**config.mk**
```make
export PLATFORM = sky130hd
export DESIGN_NAME = uart_rx_fifo
export DESIGN_NICKNAME = d
export VERILOG_FILES = /design/src/rtl/uart_rx_fifo.sv
export SDC_FILE = /design/constraint.sdc
export NUM_CORES = 1
export LEC_CHECK = 0
export ABC_AREA = 1
export CAP_MARGIN = 20
export CORE_MARGIN = 3
export CORE_UTILIZATION = 60
export DETAILED_ROUTE_END_ITERATION = 7
export GPL_ROUTABILITY_DRIVEN = 0
export PLACE_DENSITY = 0.81
export SLEW_MARGIN = 20
export SYNTH_ARGS = -nofsm -noshare
export SYNTH_HDL_FRONTEND = slang
export SYNTH_SLANG_ARGS = --single-unit
```
**constraint.sdc**
```tcl
create_clock -name i_Clk -period 4.47 [get_ports i_Clk]
set_clock_uncertainty 0.05 [all_clocks]
set_input_delay 0.447 -clock i_Clk [delete_from_list [all_inputs] [get_ports i_Clk]]
set_output_delay 0.447 -clock i_Clk [all_outputs]
set_load 0.01 [all_outputs]
```
**src/rtl/uart_rx_fifo.sv**
```systemverilog
// UART receiver (8N1, LSB first) feeding a small valid/ready FIFO.
// Define UART_RX_PARITY_EN for an 8E1 frame with an extra o_Parity_Err output.
module uart_rx_fifo #(
    parameter int p_CLKs_PB    = 217,
    parameter int p_FIFO_DEPTH = 4
) (
    input  logic                            i_Clk,
    input  logic                            i_Rst,
    input  logic                            i_Rx_UART,
    output logic [7:0]                      o_Rx_Byte,
    output logic                            o_Rx_Valid,
    input  logic                            i_Rx_Ready,
    output logic [$clog2(p_FIFO_DEPTH):0]   o_Rx_Count,
    output logic                            o_Rx_Busy,
    output logic                            o_Frame_Err,
`ifdef UART_RX_PARITY_EN
    output logic                            o_Parity_Err,
`endif
    output logic                            o_Overrun
);

    localparam int CW   = $clog2(p_CLKs_PB);
    localparam int AW   = $clog2(p_FIFO_DEPTH);
    localparam int CNTW = AW + 1;
    localparam logic [CW-1:0]   CNT_LAST = CW'(p_CLKs_PB - 1);
    localparam logic [CW-1:0]   CNT_MID  = CW'((p_CLKs_PB - 1) / 2);
    localparam logic [CNTW-1:0] FIFO_FULL = CNTW'(p_FIFO_DEPTH);

    typedef enum logic [2:0] {
        S_IDLE,
        S_START,
        S_DATA,
        S_PARITY,
        S_STOP,
        S_WAIT_HIGH
    } state_t;

    state_t          state, state_n;
    logic            rx_meta, s_rx;
    logic [CW-1:0]   clk_cnt, cnt_n;
    logic [2:0]      bit_idx, idx_n;
    logic [7:0]      shift_reg, shift_n;
    logic            push_req, push_n;
    logic            frame_err_n;
`ifdef UART_RX_PARITY_EN
    logic            parity_bad, parity_bad_n;
    logic            parity_err_n;
`endif

    logic [7:0]      mem [p_FIFO_DEPTH];
    logic [AW-1:0]   wr_ptr, rd_ptr;
    logic [CNTW-1:0] count;
    logic            pop, do_push, overrun_n;

    // Two-flop synchronizer; idles high so reset never looks like a start bit.
    always_ff @(posedge i_Clk) begin
        if (i_Rst) begin
            rx_meta <= 1'b1;
            s_rx    <= 1'b1;
        end else begin
            rx_meta <= i_Rx_UART;
            s_rx    <= rx_meta;
        end
    end

    always_ff @(posedge i_Clk) begin
        if (i_Rst) begin
            state       <= S_IDLE;
            clk_cnt     <= '0;
            bit_idx     <= '0;
            shift_reg   <= '0;
            push_req    <= 1'b0;
            o_Frame_Err <= 1'b0;
`ifdef UART_RX_PARITY_EN
            parity_bad   <= 1'b0;
            o_Parity_Err <= 1'b0;
`endif
        end else begin
            state       <= state_n;
            clk_cnt     <= cnt_n;
            bit_idx     <= idx_n;
            shift_reg   <= shift_n;
            push_req    <= push_n;
            o_Frame_Err <= frame_err_n;
`ifdef UART_RX_PARITY_EN
            parity_bad   <= parity_bad_n;
            o_Parity_Err <= parity_err_n;
`endif
        end
    end

    always_comb begin
        state_n     = state;
        cnt_n       = clk_cnt + 1'b1;
        idx_n       = bit_idx;
        shift_n     = shift_reg;
        push_n      = 1'b0;
        frame_err_n = 1'b0;
`ifdef UART_RX_PARITY_EN
        parity_bad_n = parity_bad;
        parity_err_n = 1'b0;
`endif
        case (state)
            S_IDLE: begin
                cnt_n = '0;
                if (!s_rx) state_n = S_START;
            end
            // Re-check the line half a bit in so short glitches are dropped.
            S_START: begin
                if (clk_cnt == CNT_MID) begin
                    cnt_n = '0;
                    idx_n = '0;
`ifdef UART_RX_PARITY_EN
                    parity_bad_n = 1'b0;
`endif
                    state_n = s_rx ? S_IDLE : S_DATA;
                end
            end
            S_DATA: begin
                if (clk_cnt == CNT_LAST) begin
                    cnt_n            = '0;
                    shift_n[bit_idx] = s_rx;
                    idx_n            = bit_idx + 3'd1;
                    if (bit_idx == 3'd7) begin
`ifdef UART_RX_PARITY_EN
                        state_n = S_PARITY;
`else
                        state_n = S_STOP;
`endif
                    end
                end
            end
`ifdef UART_RX_PARITY_EN
            S_PARITY: begin
                if (clk_cnt == CNT_LAST) begin
                    cnt_n        = '0;
                    parity_bad_n = s_rx ^ (^shift_reg);
                    parity_err_n = s_rx ^ (^shift_reg);
                    state_n      = S_STOP;
                end
            end
`endif
            S_STOP: begin
                if (clk_cnt == CNT_LAST) begin
                    cnt_n = '0;
                    if (s_rx) begin
`ifdef UART_RX_PARITY_EN
                        push_n = !parity_bad;
`else
                        push_n = 1'b1;
`endif
                        state_n = S_IDLE;
                    end else begin
                        frame_err_n = 1'b1;
                        state_n     = S_WAIT_HIGH;
                    end
                end
            end
            // A held break reports once, then waits for the line to recover.
            S_WAIT_HIGH: begin
                cnt_n = '0;
                if (s_rx) state_n = S_IDLE;
            end
            default: begin
                cnt_n   = '0;
                state_n = S_IDLE;
            end
        endcase
    end

    assign o_Rx_Busy  = (state != S_IDLE);
    assign o_Rx_Valid = (count != '0);
    assign o_Rx_Count = count;
    assign o_Rx_Byte  = o_Rx_Valid ? mem[rd_ptr] : 8'h00;

    // A pop in the same cycle frees the slot, so a full FIFO can still accept.
    assign pop       = o_Rx_Valid & i_Rx_Ready;
    assign do_push   = push_req & ((count != FIFO_FULL) | pop);
    assign overrun_n = push_req & (count == FIFO_FULL) & ~pop;

    always_ff @(posedge i_Clk) begin
        if (i_Rst) begin
            wr_ptr    <= '0;
            rd_ptr    <= '0;
            count     <= '0;
            o_Overrun <= 1'b0;
        end else begin
            o_Overrun <= overrun_n;
            if (do_push) wr_ptr <= wr_ptr + 1'b1;
            if (pop)     rd_ptr <= rd_ptr + 1'b1;
            case ({do_push, pop})
                2'b10:   count <= count + 1'b1;
                2'b01:   count <= count - 1'b1;
                default: count <= count;
            endcase
        end
    end

    always_ff @(posedge i_Clk) begin
        if (do_push) mem[wr_ptr] <= shift_reg;
    end

endmodule
```
## Yosys cells after proc, flatten, opt, wreduce, memory -nomap -nowiden

Memories as Yosys holds them, arrays and structs flattened. A register that Yosys moved wholly into a read port is not among the register bits.
Index checks and enable logic that the tools add are counted.

- Register bits after elaboration: 34
- Bits in writable memories: 32
- Bits of input ports: 4
- Output and inout port bits: 15
- Word-level logic and storage cells: 83
- Memories kept: 1

Memories:

| memory | depth | bits a word | read ports | clocked after memory_dff | wr ports | RTL line | RTL |
|---|---|---|---|---|---|---|---|
| mem | 4 | 8 | 1 | 1 | 1 | 50 | `logic [7:0] mem [p_FIFO_DEPTH];` |

- $add $sub $neg: 6
- $lt $le $gt $ge: 2
- Equality and inequality tests: 17
- Mux-type cells: 26
- Bitwise operators: 8
- Reductions and logical operators: 11

Operators with widths:

| cell | number |
|---|---|
| two-way mux 3 bit | 9 |
| two-way mux 8 bit | 3 |
| case mux 8 bit (2 select lines) | 1 |
| case mux 3 bit (5 select lines) | 1 |
| equality test 3 bit, second input constant | 4 |
| != test 2 bit, second input constant | 6 |
| case mux 3 bit (2 select lines) | 2 |
| adder 8 x 1 -> 8 bit, second input constant | 1 |
| bitwise mux 8 bit | 1 |
| equality test 8 x 7 -> 1 bit, second input constant | 1 |
| equality test 8 bit, second input constant | 1 |
| adder 3 x 1 -> 3 bit, second input constant | 2 |
| two-way mux 2 bit | 3 |
| AND reduction 6 bit | 1 |
| nonzero test 3 bit | 2 |
| two-way mux 1 bit | 5 |
| adder 2 x 1 -> 2 bit, second input constant | 2 |
| AND 1 bit | 4 |
| less-than comparator 3 x 4 -> 1 bit, second input constant | 1 |
| nonzero test 2 bit | 2 |
| demux 1 bit (select 3 bit) | 1 |
| equality test 3 x 1 -> 1 bit, second input constant | 1 |
| equality test 3 x 2 -> 1 bit, second input constant | 1 |
| greater-or-equal comparator 3 x 1 -> 1 bit, second input constant | 1 |
| 12 further kinds | 14 |

## Depth between registers and ports, before layout

Gate-level depths: netlist (run 1).

- Depth after elaboration: 6
- Depth in mapped cells: 11
- Mapped depth without buffers: 11

## Least setup slack after synthesis (run 1)

Ideal clock, no wire load.

- Kind: reg2reg
- Start point: reg count[2] (netlist: o_Rx_Count[2])
- End point: reg count[2] (netlist: o_Rx_Count[2])
- Library setup time: 0.115 ns
- Arrival time: 1.528 ns
- Required time: 4.305 ns
- Path slack: 2.777 ns
- Cell stages (with the launch flop): 11
- Path buffers: 0
- Period minus slack after synthesis: 1.693 ns
- Cells stage by stage: dfxtp_1 -> inv_1 -> nand2_1 -> nand2_1 -> nor2_1 -> inv_1 -> fa_1 -> inv_1 -> nand2_1 -> a21oi_1 -> nor2_1

- Longest elaborated chain between the ends: 6
- Elaborated cells on any way between the ends: 11
- Classes of those cells: add/sub (2); eq/ne (3); mux (1); bitwise (3); reduce/logical (2)

RTL lines:

| element | RTL line | RTL |
|---|---|---|
| start: declaration | 52 | `logic [CNTW-1:0] count;` |
| start signal: assignment | 192 | `2'b10: count <= count + 1'b1;` |
| start signal: assignment | 193 | `2'b01: count <= count - 1'b1;` |
| start signal: assignment | 194 | `default: count <= count;` |
| nonzero test 3 bit (*) | 172 | `assign o_Rx_Valid = (count != '0);` |
| via o_Rx_Valid | 11 | `output logic o_Rx_Valid,` |
| AND 1 bit (*) | 177 | `assign pop = o_Rx_Valid & i_Rx_Ready;` |
| bitwise OR 1 bit | 178 | `assign do_push = push_req & ((count != FIFO_FULL) \| pop);` |
| AND 1 bit | 178 |  |
| equality test 2 x 1 -> 1 bit or equality test 2 bit (tied branches) | 191 | `case ({do_push, pop})` |
| case mux 3 bit (2 select lines) or nonzero test 2 bit (tied branches) | n/a |  |

Mark *: on every way through the listed nets, which the timed path passes. The rest lies on a longest branch.
A chain may end at the register's enable or synchronous reset.

==> results of run 1 <==
-- cells by family after synthesis --
family	after synthesis	share of synthesized area [%]
AOI/OAI and AO/OA	51	9.356
xor gates and xnor gates	5	1.456
adders and majority gates	9	3.992
buffers and inverters	45	6.071
DFF	68	55.88
and+or+nand+nor	161	23.24
-- cell type report --
class                           count  area, µm²  share of cell area (%)
Sequential cell                    68       1682                   49.21
Multi-Input combinational cell    226       1145                   33.50
Timing Repair Buffer               18      180.2                   5.273
Clock inverter                      7      67.56                   1.977
Inverter                           36      135.1                   3.955
Tap cell                           67      83.83                   2.453
Clock buffer                        9      123.9                   3.625
-- report_power, final --
part / switching (mW) / internal, mW / leakage, nW / total [mW]
Combinational: 0.338 / 0.239 / 0.553 / 0.577
Sequential: 0.0500 / 0.682 / 0.607 / 0.732
Clock: 0.227 / 0.254 / 0.0910 / 0.481
Total: 0.615 / 1.18 / 1.25 / 1.79
-- layout by cell type, fill, tap and decap left out, types with 10 or more instances in the layout --
| master | synthesis | layout |
|---|---|---|
| nand2_1 | 46 | 46 |
| inv_1 | 33 | 33 |
| nand3_1 | 16 | 16 |
| clkdlybuf4s50_1 | 0 | 18 |
| edfxtp_1 | 32 | 32 |
| nand4_1 | 10 | 10 |
| dfxtp_1 | 36 | 36 |
| nor2_1 | 77 | 77 |
| o21ai_0 | 23 | 23 |
| a21oi_1 | 23 | 23 |
-- metal layers --
layer  vias to the layer above  global-route usage [%]  wire length (µm)
met3                        10                   6.338               297
met5                         -                       0                 0
met4                         0                   8.514                81
li1                       1153                       -                 -
met1                      1021                   26.67              2517
met2                        50                   31.71              2600
-- through the flow --
stage | cells | cell area [µm²] | utilization [%] | hold WS [ns] | power, mW
after floorplan | 339 | 3009 | - | 0.3395 | 1.119
after global placement | 415 | 3226 | 67.40 | 0.3494 | 1.306
after detailed placement | 415 | 3226 | 67.40 | 0.3559 | 1.322
after CTS | 431 | 3417 | 71.40 | 0.3751 | 1.805
after global routing | 431 | 3417 | 71.40 | 0.3816 | 1.908
final | 431 | 3417 | 71.40 | 0.3707 | 1.790
-- final timing paths --
check	start	to	slack [ns]	cells after the start
worst max register to register	o_Rx_Count[2]$_SDFFE_PP0P_	mem[2][1]$_DFFE_PP_	2.74	5
worst min register to register	rx_meta$_SDFF_PP1_	s_rx$_SDFF_PP1_	0.37	1
worst max-delay path	flop	o_Rx_Byte[5]	1.88	4
worst min-delay path	rx_meta$_SDFF_PP1_	s_rx$_SDFF_PP1_	0.37	1
==> results by group, run 1 <==
Global route
  • First-pass GRT wire length: 9.411 mm
  • Total track usage: 20.47%
  • Initial antenna violation count: 0
  • Total gr overflow: 0
  • Vias in the first global route: 2047
  • Maximum number of pins on one net before global-route repair: 18

Clocking
  • Clk_lat worst skew: 0.34 ns
  • Reg clk slew, reported paths: 0.07 ns
  • CTS tree: built
  • Total CTS buffers: 9
  • Setup Buffers After CTS: 0
  • Clock sink count: 68
  • Post-CTS Hold Buffers: 0
  • CTS max path bufs: 2
  • Root Driver: clkbuf_8
  • Post-CTS sizing: 0
  • CTS H-tree depth: 3

Floorplanning
  • Starting Density: 62.88%
  • Die W: 76.82 µm
  • Rows: 25
  • Die area: 0.005901 mm²
  • Core ar.: 0.004786 mm²
  • # IOs: 19
  • Die height: 76.82 µm

Power and ir drop
  • Power density over cell area: 523.9 mW/mm²
  • Peak supply drop: 0.3346 mV
  • Leakage: 1.251 nW

Synthesis
  • Ys Warns: 0
  • Top_reg_cell synth: dfxtp_1
  • Avg Inst Size Synth: 8.877 µm²
  • Unique cell type count in the Yosys netlist: 28
  • Largest area contributor in the netlist: edfxtp_1
  • Post-Synthesis Cell Area: 0.003009 mm²
  • Post-synth EDFFs: 32
  • Top-count cell post-synth: nor2_1
  • Register area share after synthesis: 55.88%
  • Ys async rst share: 0%
  • Commonest cells in the netlist: nor2_1 (77), nand2_1 (46), dfxtp_1 (36)
  • Synth Register Bits: 68
  • Synth Net Count: 352
  • Synthesized instance count: 339
  • Top cell type's share of synthesized area: 31.93%
  • Synth top area cells: edfxtp_1 (32%), dfxtp_1 (24%), nor2_1 (9.6%)

STA
  • Total negative slack: 0 ns
  • Max Clk Rate: 385.6 MHz
  • PnR worst setup slack: 1.876 ns
  • Final setup fails: 0
  • Unrepaired setup endpoints after global routing: no
  • Clock period minus worst slack: 2.594 ns
  • Final hold vios: 0
  • Worst-Margin Slew: 0.7259 ns
  • Final max-slew violation count: 0
  • Max-slew headroom: 51.43%
  • Period utilization: 58.02%

Layout
  • Final nets: 372
  • Ant diodes: 0
  • Ratio of cells with drive above 1 in the final layout: 7.418%
  • Synthesis-to-finish area growth: 13.56%
  • Max reg flops: 32
  • Fillers: 347

Route
  • Routed len/inst: 12.75 µm
  • DRT Wirelength: 5.497 mm
  • Via/cell ratio: 5.183
  • Iter 0 DRT Violations: 120
  • First drt pass iteration count: 5
  • DRC viols: 0
  • DR vias: 2234
  • Final antenna-violating net count: 0

Critical path
  • Critical Path AT: 2.10 ns
  • Worst path slowest cell: dfxtp_1
  • CP Launch Type: flop
  • Crit path cell chain: inv_2 > o21ai_0 > a21oi_1 > clkdlybuf4s50_1
  • CP Capture Type: output pin
  • Buf+Inv Stages, Crit Path: 2
  • Top delay family on crit path: buffers and inverters
  • Setup CP Type: reg2out
  • Critical path required time: 3.97 ns
  • Max FO, Critical Path: 17
  • Crit-path max cell delay: 0.67 ns

Placed design
  • Port buffer count: 18
  • DP Worst Slack: 2.193 ns
  • Post-DP HPWL: 3.907 mm

Run
  • Max cap viols: 0

Worst hold path
  • Hold Crit Class: reg2reg

Run status
  • Status: finished, final reports clean
Note: power is estimated with default switching activity, not from simulation.
==> run 2: changes to the inputs <==
--- a/config.mk
+++ b/config.mk
@@ -8,10 +8,10 @@
 export ABC_AREA = 1
 export CAP_MARGIN = 20
 export CORE_MARGIN = 3
-export CORE_UTILIZATION = 60
+export CORE_UTILIZATION = 53
 export DETAILED_ROUTE_END_ITERATION = 7
 export GPL_ROUTABILITY_DRIVEN = 0
-export PLACE_DENSITY = 0.81
+export PLACE_DENSITY = 0.75
 export SLEW_MARGIN = 20
 export SYNTH_ARGS = -nofsm -noshare
 export SYNTH_HDL_FRONTEND = slang
==> constraint.sdc (replaced) <==
create_clock -name i_Clk -period 2.33 [get_ports i_Clk]
set_clock_uncertainty 0.05 [all_clocks]
set_input_delay 0.233 -clock i_Clk [delete_from_list [all_inputs] [get_ports i_Clk]]
set_output_delay 0.233 -clock i_Clk [all_outputs]
set_load 0.01 [all_outputs]
==> results by group, run 2 (synthesized netlist as in run 1, its figures left out) <==
STA
  • Period utilization: 92.29%
  • Total negative slack: 0 ns
  • PnR worst setup slack: 0.1796 ns
  • Worst-Margin Slew: 0.5121 ns
  • Final max-slew violation count: 0
  • Final hold vios: 0
  • Max Clk Rate: 465.0 MHz
  • Final setup fails: 0
  • Max-slew headroom: 65.82%
  • Unrepaired setup endpoints after global routing: no
  • Clock period minus worst slack: 2.150 ns

Route
  • Via/cell ratio: 5.097
  • First drt pass iteration count: 5
  • Iter 0 DRT Violations: 123
  • DRC viols: 0
  • DR vias: 2253
  • Routed len/inst: 12.31 µm
  • Final antenna-violating net count: 0
  • DRT Wirelength: 5.440 mm

Critical path
  • Worst path slowest cell: clkdlybuf4s50_1
  • Crit path cell chain: buf_4 > nor2_1 > nor2_1 > o21ai_0 > a21oi_1 > clkdlybuf4s50_1
  • Max FO, Critical Path: 10
  • CP Capture Type: output pin
  • Crit-path max cell delay: 0.55 ns
  • Setup CP Type: reg2out
  • Critical Path AT: 1.87 ns
  • R2r setup slk: 0.57 ns
  • Crit-path most repeated cell: nor2_1
  • CP Launch Type: flop
  • Critical path required time: 2.05 ns

Clocking
  • Post-CTS sizing: 0
  • Total CTS buffers: 9
  • Setup Buffers After CTS: 0
  • CTS H-tree depth: 3
  • CTS tree: built
  • Clock sink count: 68
  • Root Driver: clkbuf_8
  • CTS max path bufs: 2
  • Reg clk slew, reported paths: 0.07 ns
  • Post-CTS Hold Buffers: 0
  • Clk_lat worst skew: 0.33 ns

Global route
  • First-pass GRT wire length: 9.225 mm
  • Vias in the first global route: 2075
  • Initial antenna violation count: 0
  • Maximum number of pins on one net before global-route repair: 17
  • Total track usage: 18.62%
  • Total gr overflow: 0

Layout
  • Final nets: 380
  • Max reg flops: 32
  • Fin util: 65.24%
  • Synthesis-to-finish area growth: 14.97%
  • Ratio of cells with drive above 1 in the final layout: 8.871%
  • Commonest non-fill, non-tap cell in the layout: nor2_1
  • Most frequent cells in the layout: nor2_1 (77), nand2_1 (46), dfxtp_1 (35), inv_1 (33), edfxtp_1 (32)
  • Ant diodes: 0

Placed design
  • Port buffer count: 18
  • Post-DP HPWL: 3.903 mm
  • DP Worst Slack: 0.4004 ns

Floorplanning
  • Rows: 26
  • # IOs: 19
  • Die area: 0.006618 mm²
  • Die height: 81.35 µm
  • Die W: 81.35 µm
  • Starting Density: 56.75%
  • Core ar.: 0.005303 mm²

Power and ir drop
  • Leakage: 1.283 nW
  • Peak supply drop: 0.4419 mV
  • Power density over cell area: 968.2 mW/mm²
  • Design Power: 3.350 mW

Run status
  • Status: finished, final reports clean

Run
  • Max cap viols: 0

Worst hold path
  • Hold Crit Class: reg2reg
-- run 2: changes by cell type in the layout (fill, tap and decap cells not counted) --
| cell | delta |
|---|---|
| buf_4 | +8 |
| bufinv_16 | -1 |
| clkbuf_1 | +1 |
| clkbuf_8 | +1 |
| clkinv_1 | +2 |
| clkinv_2 | -2 |
| clkinvlp_4 | -1 |
| dfxtp_1 | -1 |
| dfxtp_2 | +1 |
-- run 2: final timing paths --
check | endpoint | startpoint | cells after the start
max | o_Rx_Byte[2] | flop | 6
min reg2reg | s_rx$_SDFF_PP1_ | rx_meta$_SDFF_PP1_ | 1
min | s_rx$_SDFF_PP1_ | rx_meta$_SDFF_PP1_ | 1
max reg2reg | o_Rx_Count[2]$_SDFFE_PP0P_ | o_Rx_Count[1]$_SDFFE_PP0P_ | 10
-- run 2: power by group --
group / total (mW) / internal, mW / switching, mW / leakage, nW
Sequential: 1.39 / 1.31 / 0.0748 / 0.608
Clock: 0.820 / 0.406 / 0.414 / 0.0804
Combinational: 1.14 / 0.472 / 0.672 / 0.594
Total: 3.35 / 2.19 / 1.16 / 1.28
-- run 2: through the flow --
stage	hold WS (ns)	cells	area (µm²)
floorplan	0.2868	339	3009
global placement	0.3448	426	3289
detailed placement	0.3551	426	3289
CTS	0.3751	442	3458
global route	0.3905	442	3460
finish	0.3690	442	3460
-- run 2: layer usage --
metal	part of all wire (%)	global-route usage [%]
met2	48	30.46
met4	2.3	9.291
met3	3.4	4.102
met1	46	23.13
met5	0	0
-- run 2: layout make-up --
cell class	instances	area, µm²
Tap cell	70	87.58
Fill cell	415	1843
Clock buffer	11	141.4
Clock inverter	5	27.53
Timing Repair Buffer	26	240.2
Multi-Input combinational cell	226	1145
Sequential cell	68	1683
Inverter	36	135.1
-- run 2: worst max-delay path, delay by kind of cell, from the launching register on --
kind            cells  cell delay (ns)
buf+inv             2             0.75
flops               1             0.40
compound gates      2             0.22
simple gates        2             0.17
==> run 3: changes to the inputs <==
--- a/config.mk
+++ b/config.mk
@@ -9,10 +9,11 @@
 export CAP_MARGIN = 20
 export CORE_MARGIN = 3
 export CORE_UTILIZATION = 53
+export CTS_CLUSTER_DIAMETER = 60
 export DETAILED_ROUTE_END_ITERATION = 7
 export GPL_ROUTABILITY_DRIVEN = 0
+export HOLD_SLACK_MARGIN = 0.08
 export PLACE_DENSITY = 0.75
-export SLEW_MARGIN = 20
 export SYNTH_ARGS = -nofsm -noshare
 export SYNTH_HDL_FRONTEND = slang
 export SYNTH_SLANG_ARGS = --single-unit
==> results of run 3 <==
Final layout, timing and power as in run 2 (identical DEF).
